## config.mk

```make
export PLATFORM = sky130hd
export DESIGN_NAME = mem_port_arbiter_flat
export DESIGN_NICKNAME = d
export VERILOG_FILES = /design/src/rtl/mem_port_arbiter_pkg.sv /design/src/rtl/mem_port_arbiter_if.sv /design/src/rtl/mem_port_arbiter_arb_pick.sv /design/src/rtl/mem_port_arbiter.sv /design/src/flat_wrapper.sv
export SDC_FILE = /design/constraint.sdc
export NUM_CORES = 1
export LEC_CHECK = 0
export ABC_AREA = 1
export BUFFER_PORTS_ARGS = -buffer_cell sky130_fd_sc_hd__buf_2
export CORE_AREA = 2 2 105 107
export DETAILED_ROUTE_END_ITERATION = 7
export DIE_AREA = 0 0 107 109
export HOLD_SLACK_MARGIN = 0.03
export PLACE_DENSITY_LB_ADDON = 0.1
export SETUP_SLACK_MARGIN = 0.3
export SYNTH_ARGS = -nofsm -noshare
export SYNTH_HDL_FRONTEND = slang
export SYNTH_SLANG_ARGS = --single-unit
export TNS_END_PERCENT = 10
```

## constraint.sdc

```tcl
create_clock -name clk -period 2.1 [get_ports clk]
set_input_delay 0.42 -clock clk [delete_from_list [all_inputs] [get_ports clk]]
set_output_delay 0.42 -clock clk [all_outputs]
set_load 0.005 [all_outputs]
```

## src/rtl/mem_port_arbiter_pkg.sv

```systemverilog
// Shared types and defaults for the unified-memory port arbiter.
// Pure declarations; no logic, no latency.
package mem_arb_pkg;

   typedef enum logic [1:0] {
      IDLE,
      BUSY_I,
      BUSY_D
   } arb_state_e;

   typedef enum logic {
      PORT_I,
      PORT_D
   } port_e;

   localparam int DEF_STARVE_LIMIT = 4;

endpackage

```

## src/rtl/mem_port_arbiter_if.sv

```systemverilog
// Bundle of requester (I/D) and memory-side signals around the arbiter.
// slave = arbiter view; master = environment (core + memory macro) view.
interface mem_port_arbiter_if #(
   parameter int AW = 32,
   parameter int DW = 32
);
   logic            i_req;
   logic [AW-1:0]   i_addr;
   logic            i_done;
   logic [DW-1:0]   i_rdata;

   logic            d_req;
   logic            d_we;
   logic [AW-1:0]   d_addr;
   logic [DW-1:0]   d_wdata;
   logic [DW/8-1:0] d_wstrb;
   logic            d_done;
   logic [DW-1:0]   d_rdata;

   logic            mem_req;
   logic            mem_we;
   logic [AW-1:0]   mem_addr;
   logic [DW-1:0]   mem_wdata;
   logic [DW/8-1:0] mem_wstrb;
   logic [DW-1:0]   mem_rdata;
   logic            mem_ready;

   modport slave (
      input  i_req, i_addr, d_req, d_we, d_addr, d_wdata, d_wstrb, mem_rdata, mem_ready,
      output i_done, i_rdata, d_done, d_rdata,
             mem_req, mem_we, mem_addr, mem_wdata, mem_wstrb
   );

   modport master (
      output i_req, i_addr, d_req, d_we, d_addr, d_wdata, d_wstrb, mem_rdata, mem_ready,
      input  i_done, i_rdata, d_done, d_rdata,
             mem_req, mem_we, mem_addr, mem_wdata, mem_wstrb
   );
endinterface

```

## src/rtl/mem_port_arbiter_arb_pick.sv

```systemverilog
// Combinational winner selection between I and D; zero latency.
// Completing port is dropped from the candidate set; ARB_ROUND_ROBIN_EN selects alternation.
module arb_pick
   import mem_arb_pkg::*;
#(
   parameter int STARVE_LIMIT = DEF_STARVE_LIMIT
) (
   input  logic       i_req,
   input  logic       d_req,
   input  logic       i_cmpl,
   input  logic       d_cmpl,
`ifdef ARB_ROUND_ROBIN_EN
   input  port_e      last_grant,
`else
   input  logic [3:0] starve_cnt,
   output logic       contended,
`endif
   output logic       grant_vld,
   output port_e      grant
);

   logic i_cand;
   logic d_cand;

   always_comb begin
      i_cand    = i_req && !i_cmpl;
      d_cand    = d_req && !d_cmpl;
      grant_vld = i_cand || d_cand;
      grant     = PORT_I;
`ifdef ARB_ROUND_ROBIN_EN
      if (i_cand && d_cand)
         grant = (last_grant == PORT_I) ? PORT_D : PORT_I;
      else if (d_cand)
         grant = PORT_D;
`else
      contended = i_cand && d_cand;
      // D normally wins contention; once I has lost STARVE_LIMIT times it is forced through.
      if (i_cand && d_cand)
         grant = (starve_cnt == 4'(STARVE_LIMIT)) ? PORT_I : PORT_D;
      else if (d_cand)
         grant = PORT_D;
`endif
   end

endmodule

```

## src/rtl/mem_port_arbiter.sv

```systemverilog
// Shares one single-port memory between I-fetch and D load/store; grant to mem_req in 1 cycle, no bubble.
// One transaction outstanding; requesters stall until their done pulse. ARB_ROUND_ROBIN_EN: alternate on contention.
module mem_port_arbiter
   import mem_arb_pkg::*;
#(
   parameter int STARVE_LIMIT = DEF_STARVE_LIMIT
) (
   input  logic                clk,
   input  logic                rst,
   mem_port_arbiter_if.slave   bus
);

   arb_state_e state;
   logic       i_cmpl;
   logic       d_cmpl;
   logic       decide;
   logic       grant_vld;
   port_e      grant;
`ifdef ARB_ROUND_ROBIN_EN
   port_e      last_grant;
`else
   logic [3:0] starve_cnt;
   logic       contended;
`endif

   // Reset abandons an in-flight access, so no done pulse may escape during it.
   assign i_cmpl = (state == BUSY_I) && bus.mem_ready && !rst;
   assign d_cmpl = (state == BUSY_D) && bus.mem_ready && !rst;
   assign decide = (state == IDLE) || i_cmpl || d_cmpl;

   assign bus.i_done  = i_cmpl;
   assign bus.d_done  = d_cmpl;
   assign bus.i_rdata = i_cmpl ? bus.mem_rdata : '0;
   assign bus.d_rdata = d_cmpl ? bus.mem_rdata : '0;

   arb_pick #(
      .STARVE_LIMIT (STARVE_LIMIT)
   ) u_pick (
      .i_req      (bus.i_req),
      .d_req      (bus.d_req),
      .i_cmpl     (i_cmpl),
      .d_cmpl     (d_cmpl),
`ifdef ARB_ROUND_ROBIN_EN
      .last_grant (last_grant),
`else
      .starve_cnt (starve_cnt),
      .contended  (contended),
`endif
      .grant_vld  (grant_vld),
      .grant      (grant)
   );

   always_ff @(posedge clk) begin
      if (rst) begin
         state         <= IDLE;
         bus.mem_req   <= 1'b0;
         bus.mem_we    <= 1'b0;
         bus.mem_addr  <= '0;
         bus.mem_wdata <= '0;
         bus.mem_wstrb <= '0;
`ifdef ARB_ROUND_ROBIN_EN
         last_grant    <= PORT_I;
`else
         starve_cnt    <= '0;
`endif
      end else if (decide) begin
         if (grant_vld && grant == PORT_D) begin
            state         <= BUSY_D;
            bus.mem_req   <= 1'b1;
            bus.mem_we    <= bus.d_we;
            bus.mem_addr  <= bus.d_addr;
            bus.mem_wdata <= bus.d_wdata;
            bus.mem_wstrb <= bus.d_wstrb;
`ifdef ARB_ROUND_ROBIN_EN
            last_grant    <= PORT_D;
`else
            if (contended)
               starve_cnt <= starve_cnt + 4'd1;
`endif
         end else if (grant_vld) begin
            state         <= BUSY_I;
            bus.mem_req   <= 1'b1;
            bus.mem_we    <= 1'b0;
            bus.mem_addr  <= bus.i_addr;
            bus.mem_wdata <= '0;
            bus.mem_wstrb <= '0;
`ifdef ARB_ROUND_ROBIN_EN
            last_grant    <= PORT_I;
`else
            starve_cnt    <= '0;
`endif
         end else begin
            state         <= IDLE;
            bus.mem_req   <= 1'b0;
            bus.mem_we    <= 1'b0;
            bus.mem_addr  <= '0;
            bus.mem_wdata <= '0;
            bus.mem_wstrb <= '0;
         end
      end
   end

endmodule

```

## src/flat_wrapper.sv

```systemverilog
// flat-port wrapper written by rule: the top's interface ports become plain ports
module mem_port_arbiter_flat import mem_arb_pkg::*;
#(
   parameter int STARVE_LIMIT = DEF_STARVE_LIMIT
)
  (clk, rst, bus_i_req, bus_i_addr, bus_d_req, bus_d_we, bus_d_addr, bus_d_wdata, bus_d_wstrb, bus_mem_rdata, bus_mem_ready, bus_i_done, bus_i_rdata, bus_d_done, bus_d_rdata, bus_mem_req, bus_mem_we, bus_mem_addr, bus_mem_wdata, bus_mem_wstrb);
  mem_port_arbiter_if #(.AW(32), .DW(32)) bus_i ();
  input  logic clk;
  input  logic rst;
  input wire logic [$bits(bus_i.i_req)-1:0] bus_i_req;
  input wire logic [$bits(bus_i.i_addr)-1:0] bus_i_addr;
  input wire logic [$bits(bus_i.d_req)-1:0] bus_d_req;
  input wire logic [$bits(bus_i.d_we)-1:0] bus_d_we;
  input wire logic [$bits(bus_i.d_addr)-1:0] bus_d_addr;
  input wire logic [$bits(bus_i.d_wdata)-1:0] bus_d_wdata;
  input wire logic [$bits(bus_i.d_wstrb)-1:0] bus_d_wstrb;
  input wire logic [$bits(bus_i.mem_rdata)-1:0] bus_mem_rdata;
  input wire logic [$bits(bus_i.mem_ready)-1:0] bus_mem_ready;
  output wire logic [$bits(bus_i.i_done)-1:0] bus_i_done;
  output wire logic [$bits(bus_i.i_rdata)-1:0] bus_i_rdata;
  output wire logic [$bits(bus_i.d_done)-1:0] bus_d_done;
  output wire logic [$bits(bus_i.d_rdata)-1:0] bus_d_rdata;
  output wire logic [$bits(bus_i.mem_req)-1:0] bus_mem_req;
  output wire logic [$bits(bus_i.mem_we)-1:0] bus_mem_we;
  output wire logic [$bits(bus_i.mem_addr)-1:0] bus_mem_addr;
  output wire logic [$bits(bus_i.mem_wdata)-1:0] bus_mem_wdata;
  output wire logic [$bits(bus_i.mem_wstrb)-1:0] bus_mem_wstrb;
  assign bus_i.i_req = bus_i_req;
  assign bus_i.i_addr = bus_i_addr;
  assign bus_i.d_req = bus_d_req;
  assign bus_i.d_we = bus_d_we;
  assign bus_i.d_addr = bus_d_addr;
  assign bus_i.d_wdata = bus_d_wdata;
  assign bus_i.d_wstrb = bus_d_wstrb;
  assign bus_i.mem_rdata = bus_mem_rdata;
  assign bus_i.mem_ready = bus_mem_ready;
  assign bus_i_done = bus_i.i_done;
  assign bus_i_rdata = bus_i.i_rdata;
  assign bus_d_done = bus_i.d_done;
  assign bus_d_rdata = bus_i.d_rdata;
  assign bus_mem_req = bus_i.mem_req;
  assign bus_mem_we = bus_i.mem_we;
  assign bus_mem_addr = bus_i.mem_addr;
  assign bus_mem_wdata = bus_i.mem_wdata;
  assign bus_mem_wstrb = bus_i.mem_wstrb;
  mem_port_arbiter #(.STARVE_LIMIT(STARVE_LIMIT)) u_core (.clk(clk), .rst(rst), .bus(bus_i));
endmodule
```

==> reports/qor.csv <==
metric;value;unit
crit_family;buffers and inverters;
rows;38;
timing.max_cap.violations;0;
p_total;3576;uW
required;1.68;ns
overflow;0;
leakage;0.003330;uW
arrival;1.41;ns
antenna_found_initial;2;
synthesis.area;0.003739;mm2
drv_slew;0;
synthCells;575;
worst_pin_slew;0.4127;ns
cp-start-kind;flop;
mostFrequentLayoutCell;buf_2;
final_cell_mix;buf_2 (273), nand2_1 (149), inv_1 (75);
synth.avg_cell_area;6.502;um2
clockBufferDepth;2;
fin_ws;0.2684;ns
port_buffers;273;
grt_setup_unrepaired;true;
vias_per_cell;4.639;
crit_chain;inv_2, nand2_4, inv_4, nand2_8, clkbuf_16, nor2_1, buf_2;
timing.rr.end;u_core.bus.mem_addr[22]$_SDFFE_PP0P_;
place_ws;0.3207;ns
path_class;flop to output port;
wl;13180;um
min_to;u_core.bus.mem_wdata[29]$_SDFFE_PP0P_;
clock_skew;0.01023;ns
grt_max_degree;39;
post-route-min-period;1.832;ns
first_pass_iters;4;
final_nets;981;
power_density;639.1;mW/mm2
ys_seq_area_frac;0.4070;
peakVddDrop;0.3969;mV
vias;4583;
hold_path_depth;3;
timing.critical_path.buf_inv;4;
grt_pass1_wl;19490;um
crit_path_max_fanout;8;
rr_worst_depth;11;
grt_usage;0.2135;
root_buffer;clkbuf_8;
crit_slowest_cell;dfxtp_2;
syn_nets;715;
synth_cell_types;22;
drc_errors;0;
htree_levels;3;
place_hpwl;9606;um
cts_tree;yes;
routedWlPerCell;13.34;um
io_pins;274;
clkLatencyLatePin;0.35;ns
setup_viol;0;
path_clk_slew;0.08;ns
ant_nets;0;
ys_warn_count;0;
first_global_vias;4157;
ctsHoldBuffers;0;
hp-start;bus_d_wdata[29];
r2r_start;u_core.state[0]$_SDFFE_PP0P_;
core-area;0.01060;mm2
cts_num_sinks;76;
final_hold_viol_count;0;
die_h;109;um
die_area;0.01166;mm2
syn_to_final_growth;49.67;%
finalCritPeriodShare;0.8722;
synth-seq-cells;76;
critPathMaxStageDelay;0.33;ns
max_freq;0.5460;GHz
slew_headroom;0.7249;
drt_iter0_drc;342;
cts_inserted_buffers;9;
reg2reg_slack;0.48;ns
endpoint_kind;output port;
hp-class;primary input to flop;
tns;0;ns
die_x;107;um
floorplan.initialDensity;0.3526;
gp_congestion;0.8366;
cp-startpoint;u_core.state[0]$_SDFFE_PP0P_;
status;finished, final reports clean;
layout-drive-gt1-share;0.3936;
[cell usage after synthesis]
| cell | n | area [um2] |
|---|---|---|
| nor2_1 | 69 | 259.0 |
| xor2_1 | 2 | 17.52 |
| o21a_1 | 1 | 7.510 |
| nand3_1 | 67 | 335.3 |
| inv_4 | 1 | 6.260 |
| a21oi_1 | 44 | 220.2 |
| nand3_2 | 1 | 10.01 |
| buf_2 | 13 | 65.06 |
| nand2_2 | 5 | 31.28 |
| nand2_1 | 150 | 563.0 |
| inv_1 | 75 | 281.5 |
| buf_1 | 6 | 22.52 |
| inv_2 | 3 | 11.26 |
| clkbuf_1 | 17 | 63.81 |
| nand4_1 | 32 | 200.2 |
| buf_4 | 1 | 7.510 |
| buf_6 | 4 | 45.04 |
| ha_1 | 2 | 25.02 |
| dfxtp_1 | 76 | 1521 |
| nor2_4 | 2 | 22.52 |
| o21ai_0 | 2 | 10.01 |
| nor2_2 | 2 | 12.51 |
[how the worst max path moves through the flow]
stage,cells after the start,endpoint
after CTS,6,bus_i_rdata[0]
after floorplan,11,u_core.bus.mem_wdata[10]$_SDFFE_PP0P_
after global routing,7,bus_d_rdata[24]
after global placement,12,u_core.bus.mem_addr[31]$_SDFFE_PP0P_
final,7,bus_d_rdata[24]
after detailed placement,12,u_core.bus.mem_addr[22]$_SDFFE_PP0P_
[what timing repair did]
action,4_1_cts,5_1_grt
pin swaps,0,0
gates cloned,1,2
resized for setup,9,5
buffers inserted,1,2
setup endpoints to repair,58,65
[registers in the layout (all words and copies together) (netlist names)]
register	count
u_core.bus.mem_addr	32
u_core.bus.mem_req	1
u_core.bus.mem_wdata	32
u_core.bus.mem_we	1
u_core.bus.mem_wstrb	4
u_core.starve_cnt	4
u_core.state	2
[routing by layer]
layer,GRT usage,share of wire,wire length [um],vias to the layer above
met5,0,0,0,-
met4,0.08998,0.017,225,0
met3,0.05380,0.082,1087,17
met2,0.4017,0.52,6875,187
met1,0.2262,0.38,4990,2050
li1,-,-,-,2329
[tightest hold or removal path: stages]
cell and delay, ns:
buf_2 0.09, nand2_1 0.05, a21oi_1 0.05
[through the flow]
step | cells | area [um2] | hold WS [ns] | utilization
after floorplan | 575 | 3739 | 0.4596 | -
after global placement | 964 | 5233 | 0.4496 | 0.4935
after detailed placement | 964 | 5233 | 0.4523 | 0.4935
after CTS | 982 | 5504 | 0.2809 | 0.5191
after global routing | 986 | 5590 | 0.3007 | 0.5273
final | 988 | 5595 | 0.3068 | 0.5277
[cell type report]
class                   count  area, um2
repair buffers            296       1632
flip-flops and latches     76       1524
clock inverters             5      60.06
multi-input cells         379       1747
inverters                  79      301.5
fillers                  1090       5007
well taps                 140      175.2
clock buffers              11      151.4
diodes                      2      5.005
[power by group]
| group | total (uW) | switching [uW] | internal (uW) |
|---|---|---|---|
| Sequential | 1600 | 53.1 | 1540 |
| Combinational | 813 | 463 | 350 |
| Clock | 1160 | 549 | 616 |
[kinds of logic after synthesis]
| family | after synthesis | synth area share |
|---|---|---|
| flip-flops | 76 | 0.4070 |
| adder cells (fa/ha/maj) | 2 | 0.006692 |
| AO/OA/AOI/OAI | 47 | 0.06359 |
| XOR/XNOR | 2 | 0.004686 |
| AND/OR/NAND/NOR | 328 | 0.3835 |
| buffers and inverters | 120 | 0.1345 |
Power figures use the tool's default switching activity.
